## config.mk

```make
export PLATFORM = sky130hd
export DESIGN_NAME = spi_mem_master
export DESIGN_NICKNAME = d
export VERILOG_FILES = /design/src/rtl/spi_mem_master.sv
export SDC_FILE = /design/constraint.sdc
export NUM_CORES = 1
export LEC_CHECK = 0
export ABC_CLOCK_PERIOD_IN_PS = 3200
export CELL_PAD_IN_SITES_DETAIL_PLACEMENT = 0
export CELL_PAD_IN_SITES_GLOBAL_PLACEMENT = 1
export CORE_MARGIN = 1
export CORE_UTILIZATION = 39
export DETAILED_ROUTE_END_ITERATION = 6
export GPL_TIMING_DRIVEN = 0
export HOLD_SLACK_MARGIN = 0.06
export PLACE_DENSITY_LB_ADDON = 0.3
export SLEW_MARGIN = 5
export SYNTH_ARGS = -nofsm -noshare
export SYNTH_HDL_FRONTEND = slang
export SYNTH_SLANG_ARGS = --single-unit
```

## constraint.sdc

```tcl
create_clock -name clk -period 3.2 [get_ports clk]
set_input_delay 0.48 -clock clk [delete_from_list [all_inputs] [get_ports clk]]
set_output_delay 0.48 -clock clk [all_outputs]
set_load 0.005 [all_outputs]
```

## src/rtl/spi_mem_master.sv

```systemverilog
// Single-lane SPI mode-0 master for the on-chip memory-access slave.
// Issues 0x02 writes and 0x0B reads framed as SETUP, shift, optional dummy/read, HOLD and GAP.
module spi_mem_master #(
  parameter int unsigned CLK_DIV      = 2,
  parameter int unsigned DUMMY_CYCLES = 32
) (
  input  logic        clk,
  input  logic        rst,
  input  logic        req_valid_i,
  output logic        req_ready_o,
  input  logic        req_we_i,
  input  logic [31:0] req_addr_i,
  input  logic [31:0] req_wdata_i,
  output logic        rsp_valid_o,
  output logic [31:0] rsp_rdata_o,
  output logic        busy_o,
  output logic        spi_clk_o,
  output logic        spi_csn_o,
  output logic        spi_sdo_o,
  input  logic        spi_sdi_i
);

  localparam logic [2:0] S_IDLE      = 3'd0;
  localparam logic [2:0] S_SETUP     = 3'd1;
  localparam logic [2:0] S_SHIFT_OUT = 3'd2;
  localparam logic [2:0] S_DUMMY     = 3'd3;
  localparam logic [2:0] S_READ_IN   = 3'd4;
  localparam logic [2:0] S_HOLD      = 3'd5;
  localparam logic [2:0] S_GAP       = 3'd6;

  localparam logic [7:0] DIV_LAST   = 8'(CLK_DIV - 1);
  localparam logic [7:0] WR_LAST    = 8'd71;
  localparam logic [7:0] RD_LAST    = 8'd39;
  localparam logic [7:0] DUMMY_LAST = 8'(DUMMY_CYCLES - 1);
  localparam logic [7:0] DATA_LAST  = 8'd31;
  localparam logic [2:0] RD_AFTER_ADDR = (DUMMY_CYCLES == 0) ? S_READ_IN : S_DUMMY;

  logic [2:0]  r_state;
  logic [7:0]  r_div;
  logic [7:0]  r_bit_cnt;
  logic        r_we;
  logic [70:0] r_tx;
  logic [31:0] r_rx;
  logic [31:0] r_rdata;
  logic        r_ready;
  logic        r_rsp_valid;
  logic        r_sck;
  logic        r_csn;
  logic        r_sdo;

  logic        w_accept;
  logic        w_half_done;
  logic        w_bit_last;
  logic [7:0]  w_field_last;
  logic [2:0]  w_next;
  logic [71:0] w_frame;

  // Field length, successor state and outgoing frame for the current request
  always_comb begin
    w_accept     = req_valid_i & r_ready;
    w_half_done  = (r_div == DIV_LAST);
    w_frame      = req_we_i ? {8'h02, req_addr_i, req_wdata_i}
                            : {8'h0B, req_addr_i, 32'h0000_0000};
    w_field_last = 8'd0;
    w_next       = S_IDLE;
    case (r_state)
      S_SETUP:     w_next = S_SHIFT_OUT;
      S_SHIFT_OUT: begin
        w_field_last = r_we ? WR_LAST : RD_LAST;
        w_next       = r_we ? S_HOLD : RD_AFTER_ADDR;
      end
      S_DUMMY: begin
        w_field_last = DUMMY_LAST;
        w_next       = S_READ_IN;
      end
      S_READ_IN: begin
        w_field_last = DATA_LAST;
        w_next       = S_HOLD;
      end
      S_HOLD:      w_next = S_GAP;
      S_GAP:       w_next = S_IDLE;
      default:     w_next = S_IDLE;
    endcase
    w_bit_last = (r_bit_cnt == w_field_last);
  end

  // Transaction sequencer, SCK divider and data shifters
  always_ff @(posedge clk) begin
    if (rst) begin
      r_state     <= S_IDLE;
      r_div       <= 8'd0;
      r_bit_cnt   <= 8'd0;
      r_we        <= 1'b0;
      r_tx        <= 71'd0;
      r_rx        <= 32'd0;
      r_rdata     <= 32'd0;
      r_ready     <= 1'b1;
      r_rsp_valid <= 1'b0;
      r_sck       <= 1'b0;
      r_csn       <= 1'b1;
      r_sdo       <= 1'b0;
    end else begin
      r_rsp_valid <= 1'b0;
      case (r_state)
        S_IDLE: begin
          if (w_accept) begin
            r_we      <= req_we_i;
            r_tx      <= w_frame[70:0];
            r_sdo     <= w_frame[71];
            r_csn     <= 1'b0;
            r_ready   <= 1'b0;
            r_div     <= 8'd0;
            r_bit_cnt <= 8'd0;
            r_state   <= S_SETUP;
          end
        end
        S_SETUP, S_HOLD, S_GAP: begin
          if (w_half_done) begin
            r_div   <= 8'd0;
            r_state <= w_next;
            if (r_state == S_HOLD) begin
              r_csn <= 1'b1;
            end
            if (r_state == S_GAP) begin
              r_ready     <= 1'b1;
              r_rsp_valid <= 1'b1;
              if (!r_we) begin
                r_rdata <= r_rx;
              end
            end
          end else begin
            r_div <= r_div + 8'd1;
          end
        end
        S_SHIFT_OUT, S_DUMMY, S_READ_IN: begin
          if (w_half_done) begin
            r_div <= 8'd0;
            r_sck <= ~r_sck;
            // Rising SCK samples SDI; falling SCK closes the bit and presents the next one
            if (!r_sck) begin
              if (r_state == S_READ_IN) begin
                r_rx <= {r_rx[30:0], spi_sdi_i};
              end
            end else if (w_bit_last) begin
              r_bit_cnt <= 8'd0;
              r_sdo     <= 1'b0;
              r_state   <= w_next;
            end else begin
              r_bit_cnt <= r_bit_cnt + 8'd1;
              if (r_state == S_SHIFT_OUT) begin
                r_sdo <= r_tx[70];
                r_tx  <= {r_tx[69:0], 1'b0};
              end else begin
                r_sdo <= 1'b0;
              end
            end
          end else begin
            r_div <= r_div + 8'd1;
          end
        end
        default: begin
          r_state <= S_IDLE;
          r_ready <= 1'b1;
          r_csn   <= 1'b1;
          r_sck   <= 1'b0;
          r_sdo   <= 1'b0;
        end
      endcase
    end
  end

  assign req_ready_o = r_ready;
  assign busy_o      = ~r_ready;
  assign rsp_valid_o = r_rsp_valid;
  assign rsp_rdata_o = r_rdata;
  assign spi_clk_o   = r_sck;
  assign spi_csn_o   = r_csn;
  assign spi_sdo_o   = r_sdo;

endmodule

```

==> PnR_summary.wiki <==
{| class="wikitable"
! Metric !! Value
|-
| Max Fclk || 342 MHz
|-
| Critical path capture point type || register
|-
| Pwr/cell area || between 500 and 600 mW/mm²
|-
| Min-delay worst type || reg -> reg
|-
| Async set-reset flop share out of synthesis || 0%
|-
| Hold Path Stages || 2
|-
| Setup total negative slack || 0 ps
|-
| Sequential Area || 0.00320 mm²
|-
| Cells along the critical path || clkbuf_1 -> nor3_1 -> nand3_1 -> o21ai_4 -> o311a_1 -> buf_2 -> a21oi_1 -> buf_2 -> buf_2 -> a211oi_1
|-
| Status || completed
|-
| Max-cap violation count || 0
|-
| Ys Warns || 0
|-
| Count of H-tree levels built during CTS || 4
|-
| Clock transition at the registers of the reported paths || 60 ps
|-
| Clk_skew || 10.4 ps
|-
| Multi-input combinational cell area || roughly 0.0030 mm²
|-
| Area contributors post-synth || dfxtp_1, nand2_1, a21oi_1
|-
| Required time reported for the critical path endpoint || 3540 ps
|-
| Boundary Pins || 107
|-
| Number of synthesized flops with an enable pin || 0
|-
| RR Startpoint || r_state[2]
|-
| Crit path largest cell delay || roughly 520 ps
|-
| DR vias || 5921
|-
| Final count of hold timing violations || 0
|-
| Antenna violations before repair || 0
|-
| Mapped Area || 0.00653 mm²
|-
| TritonCTS clock tree || done
|-
| Clock tree root driver cell || clkbuf_16
|-
| Crit-path max FO || 10
|-
| Final count of negative-setup-slack endpoints || 0
|-
| Data arrival time at the worst-slack endpoint || 3260 ps
|-
| Area enclosed by the die boundary || 0.0173 mm²
|-
| Number of hold buffers added after CTS || 0
|-
| Family with the most delay on the worst path || buffers and inverters
|-
| Detailed Route Iter0 Violations || 453
|-
| Routed wire length || around 16000 µm
|-
| Number of cell instances on the worst register-to-register path || 10
|-
| Skew-Pair Late Insertion Delay || 430 ps
|-
| Net count of the mapped netlist || just under 900
|-
| Die W || around 130 µm
|-
| Total power draw || 4.49 mW
|-
| Worst-case clock buffer depth || 2
|-
| Number of buffers added by the clock tree synthesis step || 17
|-
| Number of routed nets with antenna violations || 0
|-
| Portion of the post-synthesis area used by sequential elements || 49.1%
|-
| Congestion Overflow GR || 0
|-
| Post-CTS setup-driven buffer insertion count || 0
|-
| First-pass GRT wire length || 27000 µm
|-
| RSZ-0062 raised after global routing || false
|-
| DRC violations left || 0
|-
| Final worst path period share || 91.4%
|-
| Gates resized, CTS repair || 0
|-
| HPWL Detailed || 11200 µm
|-
| Worst r2r dst || r_tx[30]
|-
| Most used DFF post-synth || dfxtp_1
|-
| Post-DR wirelength/cell || 14.0 µm
|-
| Maximum number of pins on one net before global-route repair || 17
|-
| Initial core utilization || between 40% and 50%
|-
| Hold worst-path end || r_tx[65]
|-
| Synthesized instance count || a little under 800
|-
| Reg2Reg Setup Slack || 280 ps
|-
| Yosys top cell area share || 49.1%
|-
| Distinct cell type count after synthesis || a little under 50
|-
| CP max-delay cell || nor3_1
|-
| Max IR drop VDD || 0.377 mV
|-
| Gr usage total || 19.2%
|-
| Yosys top cell by area || dfxtp_1
|-
| Final Slew Violations || 0
|-
| Initial DRT Pass Iterations || 5
|-
| Area Overhead vs Synth || 29.2%
|-
| Die height || 131 µm
|-
| Last weighted congestion value of the routability-driven placer || 0.820
|-
| Rows || 46
|-
| Slew Limit Headroom || between 40% and 50%
|-
| Net count, final || 990
|-
| Mean Syn Cell Area || 8.21 µm²
|-
| CP most frequent cell || buf_2
|-
| Kind of start point of the critical path || register
|-
| Number of buffer and inverter stages on the critical path || 4
|-
| Clock sink total || 160
|-
| Via count of the first global-routing pass || 5433
|-
| P_leak || between 3 and 4 nW
|-
| Worst-Margin Slew || 814 ps
|-
| Launch point of the worst hold path || r_tx[64]
|-
| Port Buffer Count || 104
|-
| Hold slack final || about 450 ps
|-
| Ratio of cells with drive above 1 in the final layout || 5.16%
|-
| Filler cell count in the final layout || 1548
|-
| Vias per cell || 5.16
|-
| Number of register bits inferred by synthesis || 160
|-
| Fin util || a little over half
|-
| Core Region || roughly 0.016 mm²
|-
| Crit path kind || reg -> reg
|-
| Fin crit period || roughly 3000 ps
|}
## per-stage QoR
| stage | setup slack [ps] | cell area (µm²) | cells |
|---|---|---|---|
| 2_1_floorplan | 657 | 6530 | 795 |
| 3_3_place_gp | 201 | 7840 | 1115 |
| 3_5_place_dp | 141 | 7840 | 1115 |
| 4_1_cts | 111 | 8410 | 1146 |
| 5_1_grt | 20.0 | 8440 | 1146 |
| 6_report | 276 | 8440 | 1147 |
## synth_stat cells, types with 3 or more instances
master    count
ha_1          3
and3_1       38
o22ai_1       3
nor2_1       54
xor2_1        3
nand3_1      15
dfxtp_1     160
nand2b_1      3
a221o_1      32
or3_1         3
nor3b_1       3
o21ai_0      14
buf_2         7
buf_6         4
inv_1         6
a21oi_1     120
nor3_1       10
a31oi_1       4
xnor2_1       4
clkbuf_1     52
and2_1        4
nand4_1       4
a211oi_1     31
nand2_1     184
## metal layers
layer  part of all wire, %  routed length (µm)  global-route usage [%]
met1                    51                8240                    26.7
met2                    44                7100                    29.5
met3                   3.9                 635                    5.17
met4                  0.83                 133                    4.59
met5                     0                   0                       0
## power breakdown
group	switching, mW	internal [mW]
clock network	0.860	1.10
registers	0.0492	2.08
logic	0.210	0.186
## placed cells by master (no fill, tap or decap), types with 14 or more instances in the layout
cell type,netlist,final
a21oi_1,120,120
clkbuf_1,52,52
nor2_1,54,54
nand2_1,184,184
dfxtp_1,160,160
clkbuf_16,0,17
nand3_1,15,15
a211oi_1,31,31
and3_1,38,38
clkdlybuf4s50_1,0,104
a221o_1,32,32
o21ai_0,14,14
## worst reg2reg max path, stage by stage (launching register included)
cell	delay, ps
dfxtp_1	330
clkbuf_1	240
nor3_1	520
nand3_1	290
o21ai_4	210
o311a_1	260
buf_2	230
a21oi_1	130
buf_2	210
buf_2	210
a211oi_1	220
## worst max-delay path by stage
stage / from / endpoint / slack [ps] / depth (start not counted)
floorplan: r_state[1] / r_tx[34] / 660 / 10
global placement: r_div[0] / r_tx[25] / 200 / 10
detailed placement: r_div[0] / r_tx[30] / 140 / 10
CTS: r_div[0] / r_tx[30] / 110 / 10
global route: r_state[2] / r_tx[23] / 20 / 10
finish: r_state[2] / r_tx[30] / 280 / 10
## cell families (layout without fill, tap and decap cells)
logic type | after synthesis | after routing | synth area share, %
buffers and inverters | 71 | 206 | 4.73
other | 0 | 1 | 0
AO/OA/AOI/OAI | 222 | 222 | 21.9
AND/OR/NAND/NOR | 330 | 330 | 22.5
multiplexers | 2 | 2 | 0.307
flip-flops | 160 | 160 | 49.1
adder cells (fa/ha/maj) | 3 | 3 | 0.575
XOR/XNOR | 7 | 7 | 0.939
## registers in the layout, summed over array words and instances (netlist names)
name         count
r_bit_cnt        8
r_div            8
r_rx            32
r_state          3
r_tx            71
r_we             1
req_ready_o      1
rsp_rdata_o     32
rsp_valid_o      1
spi_clk_o        1
spi_csn_o        1
spi_sdo_o        1
## area by class of cell
cell class	instances	share of cell area, %
flip-flops and latches	160	38.0
clock buffers	18	5.20
clock inverters	13	1.56
diodes	1	0.0297
repair buffers	104	12.3
multi-input cells	564	36.0
well taps	216	3.20
plain buffers	65	3.40
inverters	6	0.267
No activity file was read; power rests on OpenSTA's default activity.
